**src/rtl/mem_access_unit.sv**
```systemverilog
// MEM-stage data-memory access: turns EX/MEM control into a req/ack transaction and registers MEM/WB.
// Latency: non-memory ops 1 cycle; memory ops 1 accept cycle + BUSY cycles until ack (minimum 2).
// Backpressure: o_stall holds the pipeline while a transaction is outstanding; i_step freezes acceptance in IDLE only.
module mem_access_unit #(
    parameter int NB_DATA = 32,
    parameter int NB_REG  = 5
) (
    input  logic               clk,
    input  logic               i_reset,
    input  logic               i_step,
    input  logic               i_mem2reg,
    input  logic               i_memWrite,
    input  logic               i_regWrite,
    input  logic [1:0]         i_width,
    input  logic               i_sign_flag,
    input  logic [NB_DATA-1:0] i_result,
    input  logic [NB_DATA-1:0] i_data4Mem,
    input  logic [NB_REG-1:0]  i_write_reg,
    output logic               o_stall,
    output logic               o_misaligned,
    output logic               o_dmem_req,
    output logic               o_dmem_we,
    output logic [NB_DATA-1:0] o_dmem_addr,
    output logic [3:0]         o_dmem_be,
    output logic [NB_DATA-1:0] o_dmem_wdata,
    input  logic [NB_DATA-1:0] i_dmem_rdata,
    input  logic               i_dmem_ack,
    output logic               o_regWrite,
    output logic               o_mem2reg,
    output logic [NB_DATA-1:0] o_wb_data,
    output logic [NB_REG-1:0]  o_write_reg
);

    typedef enum logic {IDLE, BUSY} state_t;

    state_t              state;
    logic [1:0]          addr_lo_q;
    logic [1:0]          width_q;
    logic                sign_q;
    logic                load_q;
    logic                regwrite_q;
    logic [NB_REG-1:0]   write_reg_q;

    logic                mem_op;
    logic                misaligned;
    logic                accept;
    logic [3:0]          be_c;
    logic [NB_DATA-1:0]  wdata_c;
    logic [NB_DATA-1:0]  lane;
    logic [NB_DATA-1:0]  load_c;

    // Decode the incoming entry: alignment check, byte enables and lane-replicated store data.
    always_comb begin
        mem_op     = i_mem2reg | i_memWrite;
        misaligned = 1'b0;
        be_c       = 4'b1111;
        wdata_c    = i_data4Mem;
        case (i_width)
            2'b00: begin
                be_c    = 4'b0001 << i_result[1:0];
                wdata_c = {4{i_data4Mem[7:0]}};
            end
            2'b01: begin
                misaligned = i_result[0];
                be_c       = i_result[1] ? 4'b1100 : 4'b0011;
                wdata_c    = {2{i_data4Mem[15:0]}};
            end
            default: begin
                misaligned = |i_result[1:0];
            end
        endcase
        accept  = (state == IDLE) && !i_step && mem_op && !misaligned;
        // Stall is combinational so the upstream register holds in the very cycle an op is taken.
        o_stall = i_reset & (accept | ((state == BUSY) & ~i_dmem_ack));
    end

    // Align and extend returned load data using the offset/width latched at acceptance.
    always_comb begin
        lane   = i_dmem_rdata >> {addr_lo_q, 3'b000};
        load_c = i_dmem_rdata;
        case (width_q)
            2'b00:   load_c = sign_q ? {{24{lane[7]}}, lane[7:0]}   : {24'b0, lane[7:0]};
            2'b01:   load_c = sign_q ? {{16{lane[15]}}, lane[15:0]} : {16'b0, lane[15:0]};
            default: load_c = i_dmem_rdata;
        endcase
    end

    // Transaction FSM with registered memory-port and MEM/WB outputs.
    always_ff @(posedge clk or negedge i_reset) begin
        if (!i_reset) begin
            state        <= IDLE;
            addr_lo_q    <= '0;
            width_q      <= '0;
            sign_q       <= 1'b0;
            load_q       <= 1'b0;
            regwrite_q   <= 1'b0;
            write_reg_q  <= '0;
            o_misaligned <= 1'b0;
            o_dmem_req   <= 1'b0;
            o_dmem_we    <= 1'b0;
            o_dmem_addr  <= '0;
            o_dmem_be    <= '0;
            o_dmem_wdata <= '0;
            o_regWrite   <= 1'b0;
            o_mem2reg    <= 1'b0;
            o_wb_data    <= '0;
            o_write_reg  <= '0;
        end else begin
            o_misaligned <= 1'b0;
            case (state)
                IDLE: begin
                    if (!i_step) begin
                        if (!mem_op) begin
                            o_regWrite  <= i_regWrite;
                            o_mem2reg   <= 1'b0;
                            o_wb_data   <= i_result;
                            o_write_reg <= i_write_reg;
                        end else if (misaligned) begin
                            // Dropped access: bubble into MEM/WB, flag it for one cycle.
                            o_misaligned <= 1'b1;
                            o_regWrite   <= 1'b0;
                            o_mem2reg    <= 1'b0;
                        end else begin
                            state        <= BUSY;
                            addr_lo_q    <= i_result[1:0];
                            width_q      <= i_width;
                            sign_q       <= i_sign_flag;
                            load_q       <= i_mem2reg;
                            regwrite_q   <= i_regWrite;
                            write_reg_q  <= i_write_reg;
                            o_dmem_req   <= 1'b1;
                            o_dmem_we    <= i_memWrite;
                            o_dmem_addr  <= {i_result[NB_DATA-1:2], 2'b00};
                            o_dmem_be    <= be_c;
                            o_dmem_wdata <= wdata_c;
                            o_regWrite   <= 1'b0;
                            o_mem2reg    <= 1'b0;
                        end
                    end
                end
                BUSY: begin
                    // i_step is deliberately ignored here: an issued transaction always retires.
                    if (i_dmem_ack) begin
                        state       <= IDLE;
                        o_dmem_req  <= 1'b0;
                        o_regWrite  <= regwrite_q;
                        o_mem2reg   <= load_q;
                        o_wb_data   <= load_q ? load_c : '0;
                        o_write_reg <= write_reg_q;
                    end
                end
                default: state <= IDLE;
            endcase
        end
    end

endmodule

```
**config.mk**
```make
export PLATFORM = sky130hd
export DESIGN_NAME = mem_access_unit
export DESIGN_NICKNAME = d
export VERILOG_FILES = /design/src/rtl/mem_access_unit.sv
export SDC_FILE = /design/constraint.sdc
export NUM_CORES = 1
export LEC_CHECK = 0
export ABC_AREA = 1
export CELL_PAD_IN_SITES_DETAIL_PLACEMENT = 1
export CELL_PAD_IN_SITES_GLOBAL_PLACEMENT = 2
export CORE_MARGIN = 3
export CORE_UTILIZATION = 26
export CTS_BUF_LIST = sky130_fd_sc_hd__clkbuf_16
export DETAILED_ROUTE_END_ITERATION = 10
export GPL_ROUTABILITY_DRIVEN = 0
export PLACE_DENSITY = 0.94
export SLEW_MARGIN = 10
export SYNTH_ARGS = -nofsm -noshare
export SYNTH_HDL_FRONTEND = slang
export SYNTH_SLANG_ARGS = --single-unit
```
**constraint.sdc**
```tcl
create_clock -name clk -period 2.6 [get_ports clk]
set_input_delay 0.52 -clock clk [delete_from_list [all_inputs] [get_ports clk]]
set_output_delay 0.52 -clock clk [all_outputs]
set_load 0.1 [all_outputs]
```
* After elaboration in Yosys (flattened, before gate mapping)
Index checks and enable logic that the tools add are counted.
** Storage, ports and cells
- Register bits after elaboration :: 121
- Input port bits :: 111
- Output and inout port bits :: 111
- Word-level logic and storage cells :: 83
** Operators by class
- Eq/ne operators :: 7
- Shift-type cells :: 2
- Muxes and demuxes :: 37
- Bitwise gates (word level) :: 8
- Reductions and logical operators :: 12
** Operators with widths (count)
- 32-bit 2-to-1 mux :: 6
- 32-bit one-hot mux with 2 select lines :: 3
- 32-bit by 5-bit >> shifter with 16-bit output :: 1
- 1-bit 2-to-1 mux :: 17
- 5-bit 2-to-1 mux :: 3
- 2-bit inequality test (second input constant) :: 5
- 1-bit one-hot mux with 2 select lines :: 5
- 5-bit one-hot mux with 2 select lines :: 1
- 4-bit one-hot mux with 2 select lines :: 1
- 4-bit AND reduction :: 2
- 2-bit by 1-bit equality test with 1-bit output (second input constant) :: 2
- 2-bit zero test :: 2
- 4-bit 2-to-1 mux :: 1
- 1-bit inverter :: 4
- 1-bit by 2-bit left shift with 4-bit output (first input constant) :: 1
- 1-bit logical AND :: 3
- 3-bit AND reduction :: 1
- 1-bit bitwise AND :: 2
- 1-bit zero test :: 2
- 1-bit OR :: 2
- 2-bit AND reduction :: 1
- 2-bit OR reduction :: 1

* Depth between registers and ports, before layout
- Word-level depth :: 6
- Mapped depth :: 10
- Mapped depth without buffers :: 9

* Least setup slack after synthesis
OpenSTA, ideal clock, no wires.
- Path kind :: input to output
- Start point :: in i_width[1]
- End point :: out o_stall
- Data arrival time :: 3.400 ns
- Required time :: 2.080 ns
- Slack :: -1.320 ns
- Stages on the path :: 7
- Buffers on the path :: 2
- Cells stage by stage :: buf_2 > inv_2 > nand2_1 > nand2_1 > nand2_2 > buf_2 > a21boi_0
** On the way
- Word-level cells in the longest chain between the ends :: 6
- Elaborated cells between the ends (all ways) :: 7
- Those cells by class :: eq/ne (1); mux (1); bitwise (2); reduce/logical (3)
** RTL lines
- start: declaration :: line 14 : input logic [1:0] i_width,
- 2-bit by 1-bit equality test with 1-bit output / 2-bit zero test (equally long branches) :: line 58 : case (i_width)
- 1-bit one-hot mux with 2 select lines * :: line 58
- 1-bit zero test * :: line 72 : accept = (state == IDLE) && !i_step && mem_op && !misaligned;
- 1-bit logical AND * :: line 72
- 1-bit OR * :: line 74 : o_stall = i_reset & (accept | ((state == BUSY) & ~i_dmem_ack));
- 1-bit bitwise AND * :: line 74
- end: declaration :: line 19 : output logic o_stall,
Mark *: on every way between the ends. The rest lies on a longest branch, timed or not.

* Final worst setup path
- Start point :: in i_result[0]
- End point :: out o_stall
** On the way
- Word-level cells in the longest chain between the ends :: 6
** RTL lines
- start: declaration :: line 16 : input logic [NB_DATA-1:0] i_result,
- 2-bit OR reduction :: line 69 : misaligned = |i_result[1:0];
- 1-bit one-hot mux with 2 select lines * :: line 58
- 1-bit zero test * :: line 72
- 1-bit logical AND * :: line 72
- 1-bit OR * :: line 74
- 1-bit bitwise AND * :: line 74
Marks and branches as above.

==> metrics.csv <==
metric;value;unit
cellPowerDensity;1280;nW/um2
clockBufferDepth;2;
critical_path.reg2reg.startpoint;addr_lo_q[1]$_DFFE_PN0P_;
combPwrFrac;54.3;%
cts_buffers;17;
final_min_period_over_clock_period;93.2;%
yosys_warnings;0;
detail_route.wirelength;22600;um
number_of_global_route_vias_before_repair;6357;
crit_path_max_fanout;7;
synth_area_per_cell;7.62;um2
placement_rows;54;
leakagePower;0.00420;uW
initial_utilization;26.8;%
placed_cells;1247;
start_kind;input pin;
num_antenna_cells;0;
initialDrtViolationCount;234;
io_buffers;219;
dpl_hpwl;16600;um
netlist_area;5930;um2
req_time_crit_path;2.08;ns
h-tree-depth;4;
synth_largest_area_cell;dfrtp_1;
post-route-drc-count;0;
synth_seq_cells;121;
power.share.sequential;24.6;%
grt_first_pass_wirelength;35600;um
pin_count_of_the_biggest_net_entering_global_routing;122;
clk_slew_on_worst_s_h_paths;0.06;ns
power.share.clock;21.1;%
clock_tree.root_cell;clkbuf_16;
gr-total-overflow;0;
timing.hold.ws;0.193;ns
final_net_count;1097;
stdcell_count;1278;
final_period_minus_worst_setup_slack;2.42;ns
max_slew_margin;50.5;%
r2r_setup_slk;0.68;ns
die_w;157;um
fmaxAchievable;0.413;GHz
floorplan.core_area;22100;um2
count_of_vias_placed_by_the_detailed_router;6058;
worst_setup_path_type;input pin to primary output;
cts_hold_repair_buffers;0;
cts_setup_buffers;0;
setup_viol;0;
tritoncts;built;
worst_clock_skew;0.00644;ns
synth.distinct_cells;26;
post_route_cells_drive_above_1_share;18.5;%
max-vdd-ir-drop;0.000502;V
cts_resized;0;
num_ports;222;
vias_per_cell;4.74;
fp.dieArea;24600;um2
cell_internal_pwr;5060;uW
reg_top3;o_dmem_wdata x32, o_wb_data x32, o_dmem_addr x30;
post-route-util;39.6;%
growth_of_design_area_from_synthesis_to_finish;47.4;%
setup-tns-final;0;ns
clock_latency;0.41;ns
groute.usage.overall;18.5;%
hold_viol;0;
route.antenna.remaining_nets;0;
drtPass1Iterations;4;
avgRoutedWirePerCell;17.7;um
worst-endpoint-arrival;1.90;ns
worst_r2r_endpoint;o_wb_data[27]$_DFFE_PN0P_;
rsz0062_at_grt;false;
synth_top_cell_area_share;51.1;%
antenna_violations_before_repair;0;
worstSetupEndpointType;primary output;
synthesis.instances;778;
worstMarginPinSlew;0.743;ns
switchingPower;6150;uW
min_path_type;input pin to async pin;
run_status;completed;
cts.sink_count;121;
length_in_cells_of_the_worst_reg_to_reg_path;8;
synth.top_cells.by_area;dfrtp_1 51%, nand2_1 19%, a21oi_1 7.7%;
die_y;157;um
ys_seq_area_share;51.1;%
max-cap-violations;0;
fillCellCount;2658;
final_max_slew_viol_count;0;
p_sw_share;54.9;%
==> area by class of cell <==
type	instances	area, um2	share of cell area (%)
multi-input combinational	576	2550	29.2
tap	280	350	4.01
sequential	121	3030	34.7
clock inverter	14	149	1.70
timing repair buffer	236	2110	24.2
clock buffer	17	425	4.87
inverter	34	128	1.46
==> critical path, cell delays in order <==
cell and delay (ns):
clkdlybuf4s50_1 0.47, inv_1 0.14, nand2_1 0.06, nand2_1 0.19
nand2_4 0.13, a21boi_4 0.18, buf_12 0.19
==> worst max-delay path by stage <==
stage	start	slack, ns	endpoint	cells past startpoint
6_report	i_result[0]	0.18	o_stall	7
5_1_grt	i_result[0]	0.06	o_stall	7
4_1_cts	i_result[0]	0.14	o_stall	7
3_5_place_dp	i_result[0]	0.14	o_stall	7
3_3_place_gp	i_result[0]	0.21	o_stall	7
2_1_floorplan	i_width[1]	0.25	o_stall	7
==> synthesized netlist by cell type (all sizes together) <==
library cell	n
a21boi	1
inv	34
o211ai	9
nor3	1
o21ai	54
nand3	26
a21oi	101
clkbuf	17
nor2	71
a31oi	8
or2	1
dfrtp	121
buf	31
nand2	302
conb	1
==> layout by cell type (no fill, tap or decap), types with 2 or more instances in the layout <==
cell             Yosys  final
nand2_1            293    293
a21oi_1             91     91
clkinvlp_4           0      3
nand3_1             26     26
inv_1               29     29
nor2_1              70     70
o21ai_1              8      8
dfrtp_1            121    121
inv_6                0      4
clkinv_2             0      2
a31oi_1              8      8
clkdlybuf4s50_1      0    109
inv_2                5      5
o21ai_0             45     45
bufinv_16            0      2
buf_12               1      5
nand2_4              2      3
clkinv_4             0      2
o211ai_1             9      9
a21oi_2             10     10
clkbuf_16            0     17
conb_1               1      2
buf_4                3    121
nand2_2              7      6
==> stage by stage <==
stage          setup slack (ns)  power (uW)  instance area, um2
2_1_floorplan             0.251        7390                5940
3_3_place_gp              0.209        8840                8160
3_5_place_dp              0.137        8930                8160
4_1_cts                   0.139       11300                8740
5_1_grt                  0.0578       11700                8740
6_report                  0.178       11200                8740
==> power groups by stage <==
stage,Combinational (uW),Clock [uW],Sequential (uW)
finish,6090,2360,2760
global route,6390,2510,2830
CTS,6150,2420,2770
detailed placement,6140,0,2790
global placement,6070,0,2770
floorplan,1120,0,6270
==> routing by layer <==
metal | vias to the layer above | wire length [um] | track usage [%]
met3 | 22 | 1750 | 5.53
met2 | 174 | 10800 | 31.1
met4 | 0 | 318 | 5.42
met5 | - | 0 | 0
met1 | 2947 | 9750 | 23.1
li1 | 2915 | - | -
==> cell families after synthesis <==
kind of cell    share of synthesized area [%]
simple gates                             26.7
compound gates                           15.9
flops                                    51.1
buf+inv                                  6.27
other cells                            0.0633
Power figures use the tool's default switching activity.
